File: src/rtl/mlp_pkg.sv
// rtl/mlp_pkg.sv - shared MLP sequencer types and constants
package mlp_pkg;

    typedef enum logic [2:0] {
        ST_IDLE  = 3'd0,
        ST_ISSUE = 3'd1,
        ST_DRAIN = 3'd2,
        ST_RELU  = 3'd3,
        ST_DONE  = 3'd4
    } state_t;

    localparam int DEFAULT_IN_WIDTH = 16;
    localparam int Q8_8_ONE         = 256;

endpackage

File: src/rtl/mlp_hidden_sequencer.sv
// rtl/mlp_hidden_sequencer.sv - feeds bias plus features serially to the hidden layer
// Optional output handshake: MLP_SEQ_OUT_BACKPRESSURE_EN
module mlp_hidden_sequencer
    import mlp_pkg::*;
#(
    parameter  int N_FEATURES = 2,
    parameter  int IN_WIDTH   = DEFAULT_IN_WIDTH,
    parameter  int BIAS_VAL   = Q8_8_ONE,
    localparam int N_INPUTS   = N_FEATURES + 1,
    localparam int IDX_W      = $clog2(N_INPUTS)
) (
    input  logic                           clk,
    input  logic                           rst,
    input  logic                           in_valid,
    output logic                           in_ready,
    input  logic [N_FEATURES*IN_WIDTH-1:0] in_features_flat,
    input  logic                           wr_en_mon,
`ifdef MLP_SEQ_OUT_BACKPRESSURE_EN
    input  logic                           out_ready,
`endif
    output logic [IDX_W-1:0]               input_index,
    output logic signed [IN_WIDTH-1:0]     input_value,
    output logic                           start,
    output logic                           valid,
    output logic                           relu_en,
    output logic                           out_valid,
    output logic                           busy,
    output logic                           load_collision
);

    localparam logic signed [IN_WIDTH-1:0] BIAS_W   = IN_WIDTH'(BIAS_VAL);
    localparam logic [IDX_W-1:0]           LAST_IDX = IDX_W'(N_INPUTS - 1);

    state_t                          state;
    state_t                          state_nxt;
    logic [IDX_W-1:0]                cnt;
    logic [N_FEATURES*IN_WIDTH-1:0]  feat_q;
    logic signed [IN_WIDTH-1:0]      cur_elem;
    logic                            accept;

    assign accept = in_valid && in_ready;

    // Element selected by the index being issued this cycle; the layer sees it one cycle later.
    always_comb begin
        cur_elem = BIAS_W;
        for (int k = 0; k < N_FEATURES; k++) begin
            if (cnt == IDX_W'(k + 1)) begin
                cur_elem = feat_q[k*IN_WIDTH +: IN_WIDTH];
            end
        end
    end

    always_comb begin
        state_nxt   = state;
        in_ready    = 1'b0;
        busy        = 1'b1;
        input_index = '0;
        relu_en     = 1'b0;
        out_valid   = 1'b0;
        case (state)
            ST_IDLE: begin
                busy     = 1'b0;
                in_ready = !wr_en_mon;
                if (in_valid && !wr_en_mon) begin
                    state_nxt = ST_ISSUE;
                end
            end
            ST_ISSUE: begin
                input_index = cnt;
                if (cnt == LAST_IDX) begin
                    state_nxt = ST_DRAIN;
                end
            end
            ST_DRAIN: begin
                state_nxt = ST_RELU;
            end
            ST_RELU: begin
                relu_en   = 1'b1;
                state_nxt = ST_DONE;
            end
            ST_DONE: begin
                out_valid = 1'b1;
`ifdef MLP_SEQ_OUT_BACKPRESSURE_EN
                if (out_ready) begin
                    state_nxt = ST_IDLE;
                end
`else
                state_nxt = ST_IDLE;
`endif
            end
            default: begin
                state_nxt = ST_IDLE;
            end
        endcase
    end

    always_ff @(posedge clk) begin
        if (rst) begin
            state          <= ST_IDLE;
            cnt            <= '0;
            feat_q         <= '0;
            input_value    <= '0;
            start          <= 1'b0;
            valid          <= 1'b0;
            load_collision <= 1'b0;
        end else begin
            state <= state_nxt;
            if (accept) begin
                feat_q <= in_features_flat;
            end
            cnt   <= (state == ST_ISSUE) ? cnt + 1'b1 : '0;
            start <= (state == ST_ISSUE) && (cnt == '0);
            valid <= (state == ST_ISSUE) && (cnt != '0);
            // Value holds between transactions so the MAC inputs stay quiet.
            if (state == ST_ISSUE) begin
                input_value <= cur_elem;
            end
            if ((state != ST_IDLE) && wr_en_mon) begin
                load_collision <= 1'b1;
            end
        end
    end

endmodule

File: config.mk
export PLATFORM = sky130hd
export DESIGN_NAME = mlp_hidden_sequencer
export DESIGN_NICKNAME = d
export VERILOG_FILES = /design/src/rtl/mlp_pkg.sv /design/src/rtl/mlp_hidden_sequencer.sv
export SDC_FILE = /design/constraint.sdc
export NUM_CORES = 1
export LEC_CHECK = 0
export BUFFER_PORTS_ARGS = -buffer_cell sky130_fd_sc_hd__buf_2
export CAP_MARGIN = 20
export CORE_ASPECT_RATIO = 1.4
export CORE_MARGIN = 2
export CORE_UTILIZATION = 45
export CTS_CLUSTER_SIZE = 24
export DETAILED_ROUTE_END_ITERATION = 6
export GPL_TIMING_DRIVEN = 1
export PLACE_DENSITY = 0.69
export SYNTH_ARGS = -nofsm -noshare
export SYNTH_HDL_FRONTEND = slang
export SYNTH_SLANG_ARGS = --single-unit
File: constraint.sdc
create_clock -name clk -period 4.1 [get_ports clk]
set_clock_uncertainty 0.15 [all_clocks]
set_input_delay 0.615 -clock clk [delete_from_list [all_inputs] [get_ports clk]]
set_output_delay 0.615 -clock clk [all_outputs]
set_load 0.05 [all_outputs]
## Yosys cells after proc, flatten, opt, wreduce, memory -nomap -nowiden

Cells that the tools add are included.
Widths: inputs -> output; s select.

- Word-level logic and storage cells: 39
- Memory bits (writable): 0
- Memory bits (read-only): 0
- Register bits: 56
- Memories kept: 0
- Bits in latches: 0

- Shift operators: 0
- $mul: 0
- Divide/modulo/power cells: 0
- Add/sub/neg operators: 1
- Bitwise gates (word level): 1
- Reduce and logical (&&, ||, !) cells: 12
- Order comparisons: 0
- Mux-type cells: 10
- Eq/ne operators: 8

Operators with widths:

| kind | count |
|---|---|
| $mux 16 | 2 |
| $pmux 3 s4 | 1 |
| $eq 3x2->1 const B | 2 |
| $mux 3 | 2 |
| $logic_and 1x1->1 | 5 |
| $mux 1 | 4 |
| $ne 2x2->1 const B | 2 |
| $eq 3x1->1 const B | 1 |
| $eq 3x3->1 const B | 1 |
| $logic_not 3->1 | 1 |
| $reduce_bool 3->1 | 1 |
| $add 2x1->2 const B | 1 |
| $eq 2x1->1 const B | 1 |
| $eq 2x2->1 const B | 1 |
| $logic_not 2->1 | 1 |
| $mux 2 | 1 |
| $reduce_and 2->1 | 1 |
| $reduce_bool 2->1 | 1 |
| $reduce_or 2->1 | 1 |
| $logic_not 1->1 | 1 |
| $not 1->1 | 1 |

## Longest topological paths before layout

Gate-level depths: netlist of run 1.

- Word-level depth: 4
- Depth in mapped cells: 6
- Gate-level depth less buffers: 5

## Worst setup path before layout of run 1

OpenSTA, ideal clock, no wires.

- Kind: reg2out
- From: register state[2]
- To: output port in_ready
- Slack: 1.704 ns
- Cell stages (with the launch flop): 4
- Arrival time: 1.631 ns
- Buffers on the path: 1
- Path through: dfxtp_1 or3_1 buf_2 nor2_1

- Word-level cells in the longest chain between the ends: 2

Ends and longest elaborated chain:

| what | RTL line | source |
|---|---|---|
| start: declaration | mlp_hidden_sequencer.sv:34 | `state_t state;` |
| start signal: assignment | mlp_hidden_sequencer.sv:107 | `state <= state_nxt;` |
| $logic_not 3->1 | mlp_hidden_sequencer.sv:60 | `case (state)` |
| $mux 1 | mlp_hidden_sequencer.sv:60 |  |
| end: declaration | mlp_hidden_sequencer.sv:15 | `output logic in_ready,` |

Every way passes these cells.

## Final worst setup path of run 1

- From: register state[0]
- To: output port input_index[1]

- Word-level cells in the longest chain between the ends: 2

Ends and longest elaborated chain:

| what | RTL line | source |
|---|---|---|
| $eq 3x1->1 | mlp_hidden_sequencer.sv:60 |  |
| $mux 2 | mlp_hidden_sequencer.sv:60 |  |
| end: declaration | mlp_hidden_sequencer.sv:21 | `output logic [IDX_W-1:0] input_index,` |

Every way passes these cells.

==> results.json, run 1 <==
{
  "status": "complete, no violations",
  "relSlewSlack_pct": 30.96,
  "wl_um": 4944,
  "yosysSeqAreaShare_pct": 44.25,
  "detailedPlace.worstSlack_ps": 1905,
  "clock.fmax_ghz": 0.4197,
  "wl_per_cell_um": 12.81,
  "synthCells": 269,
  "htreeDepth": 2,
  "rows": 32,
  "ctsHoldBuffers": 0,
  "cp-end-kind": "output port",
  "r2r_slack_ps": 1990,
  "cts_tree": "done",
  "final_common_cell": "nand2b_1",
  "reg2reg_from": "cnt[0]",
  "ant_nets": 0,
  "ff2ff_path_depth": 4,
  "finalSetupViolCount": 0,
  "worstPathArrival_ps": 1620,
  "clockBufferDepth": 2,
  "synth.distinct_cells": 23,
  "syn_area_um2": 2534,
  "finalHoldViolations": 0,
  "rsz0062_at_grt": "no",
  "first_global_vias": 1713,
  "finish.net_count": 356,
  "gr-total-overflow": 0,
  "peakVddDrop_v": 0.0002176,
  "power_density_nw_per_um2": 365.1,
  "use_met3_pct": 4.131,
  "setup_tns_ps": 0,
  "antenna_found_initial": 0,
  "top_usage_layer": "met2",
  "grtUsageMet2_pct": 25.41,
  "fillCellCount": 514,
  "avgSynthCellArea_um2": 9.419,
  "die_w_um": 67.42,
  "drv_cap": 0,
  "power.leakage_nw": 1.161,
  "tightest_slew_ps": 1036,
  "drt-initial-drc-count": 74,
  "fin_ws_ps": 1717,
  "whs_path_depth": 2,
  "grtUsageTotal_pct": 16.43,
  "grt_start_max_net_pins": 88,
  "timing_worst_setup_path_type": "reg2out",
  "cpMaxStageDelayCell": "or3b_1",
  "hp-class": "reg2reg",
  "critPathMaxFanout": 7,
  "layout_common_cells": "65 x nand2b_1, 60 x buf_2, 56 x dfxtp_1, 33 x mux2i_1, 23 x nor2_1",
  "clkTransAtPathRegs_ps": 90,
  "drive_gt1_share_pct": 22.33,
  "core_area_um2": 5485,
  "cts_root_buf": "clkbuf_8",
  "die_h_um": 92.78,
  "hold_end": "input_value[8]",
  "finalCriticalPeriod_ps": 2383,
  "ys_ff_latch": 56,
  "start_kind": "flip-flop",
  "die-area_um2": 6255,
  "firstDrtPassIters": 4,
  "syn_nets": 308,
  "cts_buffers": 5,
  "viasPerCell": 4.997,
  "slew_violations": 0,
  "initial_core_util_pct": 46.19,
  "dp_hpwl_um": 3295,
  "area_growth_pct": 16.49,
  "met1_usage_pct": 21.44,
  "crit_chain": "or3b_1 > nor2_1 > buf_2",
  "worstPathRequired_ps": 3340,
  "min_from": "input_value[8]",
  "worstSkewPairLatency_ps": 300,
  "grt_pass1_wl_um": 7907,
  "diodes": 0,
  "clkSinkCount": 56,
  "yosysWarnings": 0,
  "cts_setup_buffers": 0,
  "portBuffers": 60,
  "drc_errors": 0,
  "cp_slowest_stage_delay_ps": 480,
  "io_pins": 61,
  "routed-via-count": 1929,
  "post_cts_resized": 0,
  "r2r-end": "state[0]",
  "place.gp.congestion": 0.7117,
  "fin_crit_sh_pct": 58.12
}
-- flip-flops by register name, summed over array words and instances (netlist names) --
| name | count |
|---|---|
| cnt | 2 |
| feat_q | 32 |
| input_value | 16 |
| load_collision | 1 |
| start | 1 |
| state | 3 |
| valid | 1 |
-- cell families after synthesis --
logic type	share of synthesized area (%)
compound gates	6.618
buf+inv	4.741
simple gates	29.88
flops	44.25
fa+ha+maj	1.482
mux	13.04
-- critical path: cells and delay by family, from the launching register on --
| kind | cells | cell delay [ps] |
|---|---|---|
| and+or+nand+nor | 2 | 600 |
| DFF | 1 | 440 |
| buffers and inverters | 1 | 270 |
-- worst max-delay path by stage --
stage | startpoint | to | slack [ps] | depth (start not counted)
2_1_floorplan | state[2] | in_ready | 1700 | 3
3_3_place_gp | state[0] | input_value[1] | 2000 | 4
3_5_place_dp | state[0] | input_value[2] | 1900 | 4
4_1_cts | state[0] | input_index[1] | 1710 | 3
5_1_grt | state[0] | input_index[0] | 1610 | 3
6_report | state[0] | input_index[1] | 1720 | 3
-- synthesized netlist by cell type --
| library cell | instances | area share (%) |
|---|---|---|
| nand2b_1 | 65 | 16 |
| dfxtp_1 | 56 | 44 |
| mux2i_1 | 33 | 13 |
| nor2_1 | 23 | 3.4 |
| nand2_1 | 17 | 2.5 |
| clkbuf_1 | 16 | 2.4 |
| a311oi_1 | 15 | 5.2 |
| nand3b_1 | 15 | 4.4 |
| nor3_1 | 4 | 0.79 |
| and2_1 | 3 | 0.74 |
| buf_2 | 3 | 0.59 |
| buf_6 | 3 | 1.3 |
| ha_1 | 3 | 1.5 |
| inv_1 | 3 | 0.44 |
| a21oi_1 | 2 | 0.40 |
| a2111oi_0 | 1 | 0.35 |
| a221o_1 | 1 | 0.40 |
| nor2_8 | 1 | 0.79 |
| nor2b_1 | 1 | 0.25 |
| nor3b_1 | 1 | 0.30 |
| o21a_1 | 1 | 0.30 |
| or3_1 | 1 | 0.25 |
| or3b_1 | 1 | 0.35 |
-- layout make-up --
cell class	instances	area [um2]	share of cell area, %
Multi-Input combinational cell	188	1297	43.96
Tap cell	68	85.08	2.883
Inverter	3	11.26	0.3815
Sequential cell	56	1121	37.98
Clock buffer	8	90.09	3.052
Timing Repair Buffer	63	346.6	11.74
-- power breakdown --
part	total, mW	internal (mW)	switching (mW)
clock network	0.307	0.138	0.169
registers	0.591	0.574	0.0171
logic	0.179	0.0681	0.111
total	1.08	0.780	0.297
-- stage by stage --
stage	util [%]	cell area [um2]	hold slack, ps	cells	total power, mW
finish	53.81	2952	304.5	386	1.078
detailed placement	51.46	2823	295.5	376	0.7813
CTS	53.10	2913	309.4	384	1.084
floorplan	-	2534	282.3	269	0.7354
global placement	51.46	2823	291.5	376	0.7774
global route	53.81	2952	326.8	386	1.125
-- layer usage --
| metal | part of all wire (%) | vias to the layer above |
|---|---|---|
| met2 | 48 | 49 |
| li1 | - | 998 |
| met4 | 1.7 | 0 |
| met3 | 5.9 | 9 |
| met1 | 44 | 873 |
| met5 | 0 | - |
Power figures use the tool's default switching activity.
==> run 2: changes to the inputs <==
- ABC_AREA: not set -> 1
- PLACE_DENSITY: 0.69 -> 0.71
- clock period: 4.1 -> 2.1 ns (I/O delays scaled with it)
==> run 2 against run 1 <==
  * Count of clock-buffer cells in the layout decreased by 3
  * Synthesized cell count increased by 51%
  * Critical path depth unchanged
  * Non-clock buffer count increased by 5
  * Final cell count increased by 36%
  * Largest power group unchanged
==> results.json, run 2 <==
{
  "status": "complete, no violations",
  "io_pins": 61,
  "first_global_vias": 2208,
  "cts_root_buf": "clkbuf_8",
  "p_sw_mw": 0.7633,
  "grt_pass1_wl_um": 10090,
  "power_density_nw_per_um2": 846.9,
  "placed_cells": 516,
  "cts_setup_buffers": 0,
  "htreeDepth": 2,
  "rows": 33,
  "clkTransAtPathRegs_ps": 100,
  "cts_tree": "done",
  "gr-total-overflow": 0,
  "ff2ff_path_depth": 7,
  "die_h_um": 95.19,
  "finalHoldViolations": 0,
  "drt-initial-drc-count": 96,
  "finalSetupViolCount": 0,
  "synth-compound-area-share_pct": 4.401,
  "core_area_um2": 5781,
  "syn_area_um2": 2673,
  "antenna_found_initial": 0,
  "clock.fmax_ghz": 0.5100,
  "clockBufferDepth": 2,
  "synthCells": 405,
  "largest_register_ffs": 32,
  "whs_ps": 136.4,
  "synth_area_leaders": "dfxtp_1 42%, nor2_1 18%, nand2_1 10%, nand4_1 7.5%, inv_1 6.2%",
  "portBuffers": 60,
  "grt_start_max_net_pins": 35,
  "finalNonFillerCells": 524,
  "firstDrtPassIters": 4,
  "finish.net_count": 492,
  "synth_edf_count": 0,
  "reg.largest.list": "feat_q (32), input_value (16), state (3)",
  "internal-power_mw": 1.910,
  "worstPathArrival_ps": 1500,
  "synth.distinct_cells": 20,
  "largest-register": "feat_q",
  "synthArstFlopShare_pct": 0,
  "area_growth_pct": 18.12,
  "finalCriticalPeriod_ps": 1961,
  "post_cts_resized": 0,
  "final_common_cell": "nor2_1",
  "die-area_um2": 6580,
  "cp-end-kind": "output port",
  "tightest_slew_ps": 739.8,
  "timing_worst_setup_path_type": "reg2out",
  "ys_ff_latch": 56,
  "power.leakage_nw": 1.690,
  "ctsHoldBuffers": 0,
  "peakVddDrop_v": 0.0003320,
  "critPathMaxFanout": 10,
  "synth-simple-area-share_pct": 40.78,
  "switching_share_pct": 28.55,
  "seqPwrFrac_pct": 45.1,
  "whs_path_depth": 3,
  "synth-adder-area-share_pct": 1.404,
  "cts_buffers": 5,
  "yosysWarnings": 0,
  "relSlewSlack_pct": 50.68,
  "setup_tns_ps": 0,
  "fillCellCount": 602,
  "p_clk_share_pct": 35.0,
  "p_comb_share_pct": 19.9,
  "diodes": 0,
  "die_w_um": 69.13,
  "start_kind": "flip-flop",
  "clkSinkCount": 56,
  "layout_common_cells": "124 x nor2_1, 73 x nand2_1, 60 x buf_2, 56 x dfxtp_1, 44 x inv_1",
  "final_area_um2": 3157,
  "viasPerCell": 4.840,
  "worstSkewPairLatency_ps": 310,
  "synth_mux_area_share_pct": 0,
  "worstPathRequired_ps": 1630,
  "initial_core_util_pct": 46.23,
  "drv_cap": 0,
  "place.gp.congestion": 0.7957,
  "seq_area_um2": 1121,
  "slew_violations": 0,
  "rsz0062_at_grt": "no",
  "hp-class": "in2reg",
  "routed-via-count": 2536,
  "multi_input_area_um2": 1252,
  "synthXorXnorAreaFrac_pct": 0,
  "synth_top_area_share_pct": 41.95,
  "synth_top_family_by_area": "simple AND/OR/NAND/NOR gates",
  "wl_um": 5835,
  "syn_nets": 444,
  "synth-main-ff-cell": "dfxtp_1",
  "drive_gt1_share_pct": 18.72,
  "wl_per_cell_um": 11.14,
  "dp_hpwl_um": 4290,
  "avgSynthCellArea_um2": 6.599,
  "placed_area_um2": 2998,
  "drc_errors": 0,
  "synth_area_leader_cell": "dfxtp_1",
  "synth.top_cells.by_count": "125 x nor2_1, 73 x nand2_1, 56 x dfxtp_1",
  "fin_crit_sh_pct": 93.37,
  "synth.most_common_cell": "nor2_1",
  "grtUsageTotal_pct": 19.09,
  "ant_nets": 0,
  "yosysSeqAreaShare_pct": 41.95
}
[run 2: cell count changes in the layout (fill, tap and decap cells not counted), moves of 7 or more]
cell	previous run	this run
nand3_1	0	19
nand2_1	17	73
a311oi_1	15	0
o21bai_1	0	15
nand2b_1	65	0
buf_4	1	8
mux2i_1	33	0
nor2_1	23	124
inv_1	3	44
nand4_1	0	32
nand3b_1	15	0
[run 2: power groups by stage]
stage | logic [mW] | registers (mW) | clock network, mW
final | 0.532 | 1.21 | 0.936
after global routing | 0.594 | 1.22 | 0.991
after detailed placement | 0.535 | 1.23 | 0
after global placement | 0.529 | 1.23 | 0
after CTS | 0.536 | 1.21 | 0.954
after floorplan | 0.300 | 1.33 | 0
[run 2: kinds of logic after synthesis]
logic type / count (synthesis)
adder cells (fa/ha/maj): 3
AO/OA/AOI/OAI: 16
buffers and inverters: 74
flip-flops: 56
AND/OR/NAND/NOR: 256
[run 2: metal layers]
| layer | GRT usage, % | vias up | share of wire [%] |
|---|---|---|---|
| li1 | - | 1350 | - |
| met5 | 0 | - | 0 |
| met3 | 2.326 | 9 | 4.2 |
| met1 | 22.68 | 1120 | 43 |
| met2 | 34.29 | 57 | 51 |
| met4 | 8.987 | 0 | 2.2 |
[run 2: critical path, stage by stage (launching register included)]
cell	delay, ps
dfxtp_1	630
nand2_1	170
nor2_1	110
buf_2	270
[run 2: path summary, 6_finish.rpt]
kind	from	slack, ps	endpoint
worst min register to register	cnt[0]	320	cnt[0]
worst min-delay path	wr_en_mon	140	load_collision
worst max-delay path	state[0]	140	relu_en
worst max register to register	cnt[0]	230	input_value[14]
[run 2: area by class of cell]
cell class | count | share of cell area (%)
multi-input cells | 275 | 39.67
flip-flops and latches | 56 | 35.51
repair buffers | 68 | 11.41
inverters | 47 | 5.589
clock inverters | 3 | 2.854
well taps | 70 | 2.774
clock buffers | 5 | 2.180
[run 2: per-stage QoR]
step	setup slack (ps)	utilization, %	total power, mW
after floorplan	163.1	-	1.633
after global placement	318.4	51.86	1.756
after detailed placement	233.1	51.86	1.766
after CTS	141.7	54.61	2.697
after global routing	5.381	54.61	2.802
final	139.3	54.61	2.673
